==> src/rtl/gnr_attractor_ctrl.sv <==
// rtl/gnr_attractor_ctrl.sv - sequencer and Floyd attractor detector driving the GNR node array
//
// Optional feature macro: GNR_PERIOD_EN (attractor period measurement).
//
// Ports:
//   clk, rst_n          clock, asynchronous active-low reset
//   start, init_vec     host request (sampled in IDLE) and initial state captured with it
//   busy, done          run in progress / one-cycle result-valid pulse
//   timeout             no attractor found before the step or period counter saturated
//   steps, period       fast-trajectory steps at detection / attractor period (0 without feature)
//   attr_state          s0 vector captured at detection
//   reset_nos           node strobe: load init_state
//   start_s0, start_s1  node strobes: advance slow / fast copy
//   init_state          per-node init bits from the captured init_vec
//   s0_vec, s1_vec      returned slow / fast node state vectors
module gnr_attractor_ctrl #(
  parameter int N_NODES = 188,
  parameter int CNT_W   = 16
) (
  input  logic               clk,
  input  logic               rst_n,
  input  logic               start,
  input  logic [N_NODES-1:0] init_vec,
  output logic               busy,
  output logic               done,
  output logic               timeout,
  output logic [CNT_W-1:0]   steps,
  output logic [CNT_W-1:0]   period,
  output logic [N_NODES-1:0] attr_state,
  output logic               reset_nos,
  output logic               start_s0,
  output logic               start_s1,
  output logic [N_NODES-1:0] init_state,
  input  logic [N_NODES-1:0] s0_vec,
  input  logic [N_NODES-1:0] s1_vec
);

  localparam logic [CNT_W-1:0] CNT_MAX = '1;

  typedef enum logic [2:0] {
    IDLE,
    LOAD,
    STEP,
    CHECK,
    FIN
`ifdef GNR_PERIOD_EN
    , P_STEP,
    P_CHECK
`endif
  } state_t;

  state_t state, state_d;
  logic   capture;
  logic   latch_attr;
  logic   set_timeout;

  always_ff @(posedge clk or negedge rst_n) begin
    if (!rst_n) begin
      state <= IDLE;
    end else begin
      state <= state_d;
    end
  end

  always_comb begin
    state_d     = state;
    capture     = 1'b0;
    latch_attr  = 1'b0;
    set_timeout = 1'b0;
    case (state)
      IDLE: begin
        if (start) begin
          capture = 1'b1;
          state_d = LOAD;
        end
      end
      LOAD:  state_d = STEP;
      STEP:  state_d = CHECK;
      CHECK: begin
        // Odd step counts are skipped: right after load both copies sit at f^1.
        if (!steps[0] && (s0_vec == s1_vec)) begin
          latch_attr = 1'b1;
`ifdef GNR_PERIOD_EN
          state_d    = P_STEP;
`else
          state_d    = FIN;
`endif
        end else if (steps == CNT_MAX) begin
          set_timeout = 1'b1;
          state_d     = FIN;
        end else begin
          state_d = STEP;
        end
      end
`ifdef GNR_PERIOD_EN
      P_STEP: state_d = P_CHECK;
      P_CHECK: begin
        if (s1_vec == attr_state) begin
          state_d = FIN;
        end else if (period == CNT_MAX) begin
          set_timeout = 1'b1;
          state_d     = FIN;
        end else begin
          state_d = P_STEP;
        end
      end
`endif
      FIN:     state_d = IDLE;
      default: state_d = IDLE;
    endcase
  end

  // Strobes and status are registered from the next state so they line up
  // exactly with the state they belong to.
  always_ff @(posedge clk or negedge rst_n) begin
    if (!rst_n) begin
      busy       <= 1'b0;
      done       <= 1'b0;
      timeout    <= 1'b0;
      steps      <= '0;
      attr_state <= '0;
      init_state <= '0;
      reset_nos  <= 1'b0;
      start_s0   <= 1'b0;
      start_s1   <= 1'b0;
    end else begin
      reset_nos <= (state_d == LOAD);
      start_s0  <= (state_d == STEP);
`ifdef GNR_PERIOD_EN
      start_s1  <= (state_d == STEP) || (state_d == P_STEP);
`else
      start_s1  <= (state_d == STEP);
`endif
      done      <= (state_d == FIN);

      if (capture) begin
        busy       <= 1'b1;
        timeout    <= 1'b0;
        steps      <= '0;
        attr_state <= '0;
        init_state <= init_vec;
      end else begin
        if (state_d == FIN) begin
          busy <= 1'b0;
        end
        if (set_timeout) begin
          timeout <= 1'b1;
        end
        // STEP is only re-entered below CNT_MAX, so steps cannot wrap.
        if (state_d == STEP) begin
          steps <= steps + 1'b1;
        end
        if (latch_attr) begin
          attr_state <= s0_vec;
        end
      end
    end
  end

`ifdef GNR_PERIOD_EN
  always_ff @(posedge clk or negedge rst_n) begin
    if (!rst_n) begin
      period <= '0;
    end else if (capture) begin
      period <= '0;
    end else if (state_d == P_STEP) begin
      period <= period + 1'b1;
    end
  end
`else
  assign period = '0;
`endif

endmodule

==> config.mk <==
export PLATFORM = sky130hd
export DESIGN_NAME = gnr_attractor_ctrl
export DESIGN_NICKNAME = d
export VERILOG_FILES = /design/src/rtl/gnr_attractor_ctrl.sv
export SDC_FILE = /design/constraint.sdc
export NUM_CORES = 1
export LEC_CHECK = 0
export CORE_AREA = 2 2 377 379
export DETAILED_ROUTE_END_ITERATION = 6
export DIE_AREA = 0 0 379 381
export PLACE_DENSITY_LB_ADDON = 0.3
export SYNTH_ARGS = -nofsm -noshare
export SYNTH_HDL_FRONTEND = slang
export SYNTH_SLANG_ARGS = --single-unit
==> constraint.sdc <==
create_clock -name clk -period 2.5 [get_ports clk]
set_clock_uncertainty 0.1 [all_clocks]
set_input_delay 0.5 -clock clk [delete_from_list [all_inputs] [get_ports clk]]
set_output_delay 0.5 -clock clk [all_outputs]
set_load 0.01 [all_outputs]
# --- After elaboration in Yosys (flattened, before gate mapping) ---
# Cells that the tools add are included.
word_totals:
  output_inout_bits: 414
  elab_cells: 44
  regBits: 400
  inputBits: 567
op_classes:
  n_mux: 19
  n_reduce_logical: 7
  n_eq_ne: 8
  add_sub_neg: 1
ops:
  columns: ["op", "n"]
  rows:
  - ["$mux 188", 2]
  - ["$eq 188x188->1", 1]
  - ["$mux 16", 2]
  - ["$add 16x1->16 const B", 1]
  - ["$eq 16x16->1 const B", 1]
  - ["$pmux 3 s4", 1]
  - ["$mux 1", 11]
  - ["$eq 3x2->1 const B", 3]
  - ["$mux 3", 3]
  - ["$reduce_bool 2->1", 4]
  - ["$eq 3x1->1 const B", 2]
  - ["$eq 3x3->1 const B", 1]
  - ["$logic_not 3->1", 1]
  - ["$logic_and 1x1->1", 1]
  - ["$logic_not 1->1", 1]

# --- Depth between registers and ports, before layout ---
# Gate-level depths: netlist of the first run.
logic_depth:
  ltp_word: 7
  ltp_mapped: 11
  mapped_depth_nobuf: 9

# --- Least setup slack after synthesis of the first run ---
# OpenSTA, ideal clock, no wires.
synth_timing:
  path_kind: "input -> register"
  from: "input s0_vec[32]"
  to: "register attr_state[139]"
  t_arrival_ns: 2.763
  setup_slack_ns: -0.446
  path_stages: 11
  required_ns: 2.317
  setup_ns: 0.083
  n_path_buf: 3
  cell_sequence: "nor2b_1 a2111o_1 a2111oi_2 nand4_1 or4_1 nor3_4 buf_4 buf_4 buf_4 nand2_1 o21ai_0"
synth_between:
  elab_chain_len: 5
synth_lines:
  columns: ["item", "line_no", "text"]
  rows:
  - ["from (decl)", "34", "input logic [N_NODES-1:0] s0_vec,"]
  - ["$eq 188x188->1", "81", "if (!steps[0] && (s0_vec == s1_vec)) begin"]
  - ["$logic_and 1x1->1", "81", null]
  - ["$mux 1", "81", null]
  - ["$mux 1", "70", "case (state)"]
  - ["$reduce_bool 2->1 (no source line)", null, null]
  - ["to (signal assigned)", "154", "attr_state <= s0_vec;"]
  - ["to (decl)", "29", "output logic [N_NODES-1:0] attr_state,"]
# No other way between the ends.
# A chain may end at the register's enable or synchronous reset.

# --- Final worst setup path of the first run ---
layout_timing:
  from: "input s0_vec[98]"
  to: "register attr_state[183]"
# The elaborated chain is that of the path after synthesis.

==> results of run 1 <==
==> cell usage after synthesis (2+ instances only) <==
cell type and count:
dfrtp_1 400, a2111o_1 6, o22ai_1 20, a2111oi_0 7
o2111ai_1 13, nand4_1 30, o21ai_0 82, xnor2_1 70
nand2_1 953, nor2b_1 41, clkbuf_1 75, a221oi_1 6
o2bb2ai_1 3, nor3_1 2, or2_2 5, xor2_1 34
inv_1 66, nand2b_1 40, nor2_1 19, nor4_1 20
a21oi_1 9, o211ai_1 5, o21ai_1 110, a22o_1 3
buf_2 16, a211oi_1 2, and3_1 7, or4_1 2
nand3_1 6, buf_4 33, mux2i_1 6
==> sequential cells by signal, summed over array words and instances, names as in the netlist <==
register	count
reset_nos	1
timeout	1
busy	1
attr_state	188
init_state	188
done	1
state	3
steps	16
start_s1	1
==> power groups by stage <==
stage | Sequential, W | Clock (W) | Combinational, W
detailed placement | 0.00743 | 0 | 0.00435
finish | 0.00734 | 0.00810 | 0.00441
global placement | 0.00742 | 0 | 0.00436
CTS | 0.00733 | 0.00835 | 0.00442
global route | 0.00741 | 0.00862 | 0.00471
floorplan | 0.00764 | 0 | 0.000742
==> placed cells by master, fill, tap and decap left out, types with 6 or more instances in the layout <==
cell type and instances:
clkdlybuf4s50_1 872, nand2_1 813, dfrtp_1 400, buf_4 256
o21ai_2 125, nand2_4 73, clkbuf_16 70, nand2_2 67
buf_12 65, inv_1 62, o21ai_1 61, xnor2_1 48
nor2b_1 41, dlygate4sd2_1 39, dlymetal6s2s_1 35, xor2_1 34
nand2b_1 34, nand4_1 30, buf_16 24, diode_2 23
o22ai_1 20, xnor2_2 19, buf_6 19, nor2_1 17
conb_1 16, clkbuf_8 13, clkbuf_1 12, nor4_4 10
o2111ai_1 9, buf_8 9, and3_1 7, mux2i_1 6
nand3_1 6, a2111o_1 6, nor4_2 6
==> layer usage <==
layer  up-vias  track usage, %
li1       9382               -
met1     10020           19.91
met2       890           30.82
met3       214           4.781
met4        16           5.761
met5         -               0
==> layout make-up <==
class | count | share of cell area [%]
Timing Repair Buffer | 1348 | 37.66
Sequential cell | 400 | 26.42
Multi-Input combinational cell | 1533 | 24.06
Tap cell | 1890 | 6.241
Clock buffer | 78 | 4.092
Clock inverter | 17 | 0.7133
Inverter | 66 | 0.6671
Antenna cell | 23 | 0.1519
==> final timing paths <==
check	from	end	slack, ns
worst max-delay path	s0_vec[98]	attr_state[183]$_DFFE_PN0P_	-0.75
worst min-delay path	s0_vec[61]	attr_state[61]$_DFFE_PN0P_	0.02
worst max register to register	steps[0]$_DFFE_PN0P_	attr_state[183]$_DFFE_PN0P_	-0.15
worst min register to register	init_state[29]$_DFFE_PN0P_	init_state[29]$_DFFE_PN0P_	0.37
max in group asynchronous	rst_n	init_state[171]$_DFFE_PN0P_	1.14
min in group asynchronous	rst_n	attr_state[58]$_DFFE_PN0P_	0.21
==> worst register-to-register path: stages (launching register included) <==
cell     delay, ns
dfrtp_1       0.41
buf_12        0.15
a21oi_1       0.12
buf_4         0.14
nand4_1       0.10
or4_4         0.48
nor3_4        0.20
buf_6         0.14
buf_12        0.15
buf_16        0.16
buf_12        0.15
buf_16        0.14
nand2_2       0.06
o21ai_1       0.08
==> through the flow <==
step	instances	total power [W]	TNS [ns]
finish	5355	0.01985	-133.25
global route	5348	0.02074	-144.78
CTS	5313	0.02011	-145.58
detailed placement	5165	0.01178	-480.13
global placement	5165	0.01178	-479.50
floorplan	2124	0.008379	-58.01
==> cell families (layout without fill, tap and decap cells) <==
family,count (synthesis),count (layout)
muxes,6,6
adders and majority gates,1,1
AOI/OAI and AO/OA,274,274
DFF,400,400
and+or+nand+nor,1132,1132
buffers and inverters,191,1509
xor gates and xnor gates,104,104
other,1,39
==> repair_timing <==
action                                 CTS  global route
endpoints found under the hold margin  116             0
setup endpoints to repair              205           204
buffers inserted                        32            14
hold buffers                             2             0
pin swaps                               68           127
resized for setup                      316           377
cloned                                  28            22
==> metrics, run 1 <==
status=finished, violations left; failing checks=setup timing; post-synthesis mux area share=0.3311%; Clock transition at path regs=0.07 ns; crit start category=primary input; NetSw=0.005713 W; standard-cell row count=138; P per Cell Area=523.8 nW/um^2; Top Layer Used=met5; final worst path period need=3.249 ns; peak fanout along the critical path=6; Crit-path slowest cell=or4_4; routed wire length=132000 um; grt ovf=0; met3 routed WL=10480 um; Max Clk Rate=307.8 MHz; deepest clock path buffer count=3; Vias/cell=3.833; Critical Path Sink Type=register; Final Setup Violations=203; Met2 Wirelength=66940 um; Main synth FF type=dfrtp_1; cell depth of the worst setup path=14; buffers and inverters on the worst path=7; post-place setup slack=-2.465 ns; EDFF count, synth=0; die width=379 um; RSZ-0062 raised after global routing=yes; average wire per standard cell=24.66 um; first-pass GRT wire length=173100 um; Synth area leaders=dfrtp_1 55%, nand2_1 20%, xnor2_1 3.4%, o21ai_1 3.0%, o21ai_0 2.3%; port buffer count=964; die height=381 um; Internal=0.01413 W; Slew HR=54.98%; Via Count=20530; layout cells sized above 1=23.88%; Synth Area in Adders=0.06898%; post-synthesis cell count=2109; HPWL Detailed=104700 um; placed cell area=32510 um^2; io pins=981; Setup Crit Path Kind=in2reg; critical path's top delay family=simple AND/OR/NAND/NOR gates; register area=10010 um^2; TritonCTS buffer count=53; initial antenna violation count=55; largest net degree at the start of global routing=84; Reg power frac=37.0%; area leader, netlist=dfrtp_1; hold slack=0.01751 ns; largest family of logic cells by synthesized area=simple AND/OR/NAND/NOR gates; hold crit path type=in2reg; Die Area=144400 um^2; ys async rst share=100.0%; part of the cycle the worst path needs=129.9%; vias in the first global route=20780; Pins Over Slew Limit=0; sequential fraction of the synthesis area=55.19%; Mapped Area=18140 um^2; slowest stage delay, CP=0.56 ns; CORE AREA=140600 um^2; Switching Share=28.79%; clk root buf=clkbuf_16; Final Util=26.96%; Final ANT Viol Nets=0; final hold viol count=0; multi-input combinational cell area=9116 um^2; Req. time, crit path=2.99 ns; Synth Area in XOR/XNOR=5.022%; Iteration-0 DRC Markers=1304; DRT Pass-1 Iters=5; leakage=17.22 nW; Worst Max-Slew Pin Slew=0.6730 ns; WL met1=49660 um; synthesis-to-finish area growth=108.9%; H-tree depth=2; Yosys reg bits=400; Synth Area per Inst=8.600 um^2; Arr. time, crit path=3.74 ns; RePlAce Congestion=0.9320; area share of the largest cell type after synthesis=55.19%; DRC Markers=0; Max Cap Viol=0; hold depth=3; clock group share of total power=40.8%; Design Area, Final=37890 um^2; final worst slack=-0.7486 ns; Fillers=15130; crit-path cells=clkdlybuf4s50_1 > inv_1 > o2111ai_1 > or4_4 > nor4_4 > or4b_4 > nor3_4 > buf_6 > buf_12 > buf_16 > buf_12 > buf_16 > nand2_2 > o21ai_1; combinational share of power=22.2%; gr usage total=17.37%; synthesis warning total=0; CTS tree=built; Worst-Skew Late Latency=0.65 ns; Worst VDD drop=0.4626 mV; CTS Sinks=400; worst reg-to-reg path cell count=13; initial core utilization=12.90%; count of nets after finishing=3970; Post-Synth Simple-Gate Area=25.72%; Distinct cells, synth=49; Compound-Gate Fraction of Synth Area=8.858%
(Power assumes the default switching activity.)
==> run 2, diff against run 1 <==
==> constraint.sdc (replaced) <==
create_clock -name clk -period 3.5 [get_ports clk]
set_clock_uncertainty 0.1 [all_clocks]
set_input_delay 0.7 -clock clk [delete_from_list [all_inputs] [get_ports clk]]
set_output_delay 0.7 -clock clk [all_outputs]
set_load 0.01 [all_outputs]
==> metrics, run 2 (synthesized netlist as in run 1, its figures left out) <==
worst reg-to-reg path cell count=9 (-4); RePlAce Congestion=0.9310 (-0.11%); leakage=15.36 nW (-11%); die width=379 um (unchanged); Worst-Skew Late Latency=0.64 ns (about the same); Pins Over Slew Limit=0 (unchanged); H-tree depth=2 (unchanged); largest net degree at the start of global routing=118 (+40%); Final Setup Violations=125 (-38%); CTS tree=built; Worst VDD drop=0.3150 mV (-32%); Final Util=24.85% (-2.1 points); final cell count without fillers=5257 (-1.8%); grt ovf=0 (unchanged); Vias/cell=3.710 (-3.2%); clk root buf=clkbuf_16; layout cells sized above 1=12.78% (-11 points); vias in the first global route=20130 (-3.1%); Slew HR=50.64% (-4.3 points); average wire per standard cell=23.84 um (-3.3%); RR Startpoint=steps[0]$_DFFE_PN0P_; final worst path period need=3.583 ns; hold crit path type=in2reg; deepest clock path buffer count=3 (unchanged); DRC Markers=0 (unchanged); crit start category=primary input; R2R setup slack=0.72 ns (+0.87 ns); most frequent cells in the layout=953 x nand2_1, 918 x clkdlybuf4s50_1, 400 x dfrtp_1; total power=0.01401 W (-29%); Req. time, crit path=3.92 ns (+0.93 ns); Via Count=19510 (-5.0%); Critical Path Sink Type=register; Critical Path Start=s1_vec[144]; Setup Crit Path Kind=in2reg; P per Cell Area=401.1 nW/um^2 (-23%); Reg power frac=37.5% (+0.5 points); status=finished, violations left; Internal=0.01011 W (-28%); Iteration-0 DRC Markers=1186 (-9.0%); combinational share of power=21.5% (-0.7 points); clock group share of total power=41.0% (+0.2 points); CP Capture Point=attr_state[148]$_DFFE_PN0P_; part of the cycle the worst path needs=102.4%; NetSw=0.003896 W (-32%); Max Clk Rate=279.1 MHz; count of nets after finishing=3881 (-2.2%); most common cell after layout, fill and taps aside=nand2_1; HPWL Detailed=103200 um (-1.4%); RR Endpoint=steps[13]$_DFFE_PN0P_; peak fanout along the critical path=10 (+4); Fin Setup TNS=-3.670 ns (+129.58 ns); final worst slack=-0.08306 ns (+0.6655 ns); TritonCTS buffer count=53 (unchanged); io pins=981 (unchanged); DRT Pass-1 Iters=5 (unchanged); Final ANT Viol Nets=0 (unchanged); CORE AREA=140600 um^2 (unchanged); Regs by FF count=attr_state (188), init_state (188), steps (16); initial antenna violation count=38 (-31%); Arr. time, crit path=4.00 ns (+0.26 ns); gr usage total=16.71% (-0.67 points); routed wire length=125300 um (-5.1%); synthesis-to-finish area growth=92.56%; Worst Max-Slew Pin Slew=0.7389 ns (+0.06591 ns); standard-cell row count=138 (unchanged); final hold viol count=0 (unchanged); CTS Sinks=400 (unchanged); die height=381 um (unchanged); Clock transition at path regs=0.06 ns (about the same); initial core utilization=12.90% (unchanged); Switching Share=27.82% (-0.97 points); first-pass GRT wire length=166000 um (-4.1%); failing checks=setup timing; Die Area=144400 um^2 (unchanged); port buffer count=964 (unchanged); Max Cap Viol=0 (unchanged); Post-Place Cells=5122 (-0.83%)
## run 2: changes by cell type in the layout (fill, tap and decap cells not counted), moves of 31 or more
cell,delta
nand2_1,+140
o21ai_2,-124
nand2_4,-73
o21ai_0,+72
nand2_2,-67
o21ai_1,+53
clkdlybuf4s50_1,+46
buf_4,-31
## run 2: per-stage QoR
stage | instance area [um^2] | setup slack [ns] | hold slack, ns
2_1_floorplan | 18190 | 0.3543 | 0.3044
3_5_place_dp | 32100 | -1.191 | 0.3613
3_3_place_gp | 32100 | -1.130 | 0.3560
4_1_cts | 34420 | -0.002670 | 0.3233
5_1_grt | 34920 | -0.002348 | 0.2030
6_report | 34920 | -0.08306 | 0.2301
## run 2: how the worst min path moves through the flow
| stage | slack (ns) | cells past startpoint | start | to |
|---|---|---|---|---|
| after floorplan | 0.30 | 0 | rst_n | attr_state[0]$_DFFE_PN0P_ |
| final | 0.23 | 3 | s0_vec[7] | attr_state[7]$_DFFE_PN0P_ |
| after CTS | 0.32 | 3 | s0_vec[7] | attr_state[7]$_DFFE_PN0P_ |
| after global placement | 0.36 | 2 | init_state[80]$_DFFE_PN0P_ | init_state[80]$_DFFE_PN0P_ |
| after global routing | 0.20 | 3 | s0_vec[7] | attr_state[7]$_DFFE_PN0P_ |
| after detailed placement | 0.36 | 2 | init_state[24]$_DFFE_PN0P_ | init_state[24]$_DFFE_PN0P_ |
## run 2: cell type report
class | count | area, um^2
antenna | 17 | 42.54
clock buffer | 81 | 1603
clock inverter | 11 | 190.2
fill | 15420 | 105600
inverter | 66 | 252.7
multi-input combinational | 1533 | 7661
sequential | 400 | 10010
tap | 1890 | 2365
timing repair buffer | 1259 | 12800
## run 2: layer usage
layer,up-vias,global-route usage [%],share of wire (%)
met4,12,6.364,3.9
li1,9170,-,-
met2,794,30.92,52
met3,194,5.169,8.3
met1,9335,17.41,35
met5,-,0,0.069
## run 2: what timing repair did
item | CTS | global route
buffers inserted | 14 | 0
gates cloned | 6 | 7
hold endpoints to repair | 46 | 0
setup endpoints to repair | 203 | 196
hold buffers | 1 | 0
resized for setup | 64 | 80
pin swaps | 17 | 31
## run 2: power by group through the flow
stage | logic, W | registers [W] | clock network (W)
2_1_floorplan | 0.000532 | 0.00545 | 0
3_3_place_gp | 0.00304 | 0.00531 | 0
3_5_place_dp | 0.00304 | 0.00533 | 0
4_1_cts | 0.00307 | 0.00526 | 0.00596
5_1_grt | 0.00322 | 0.00530 | 0.00611
6_report | 0.00302 | 0.00525 | 0.00574
## run 2: worst max-delay path: stages
cell and delay [ns]:
clkdlybuf4s50_1 0.49, xnor2_1 0.12, nand4_1 0.26, nor4_4 0.29, nand4_1 0.43, or4b_4 0.70, nor3_4 0.22, buf_6 0.14
buf_16 0.16, buf_16 0.18, clkbuf_16 0.17, o21ai_0 0.08
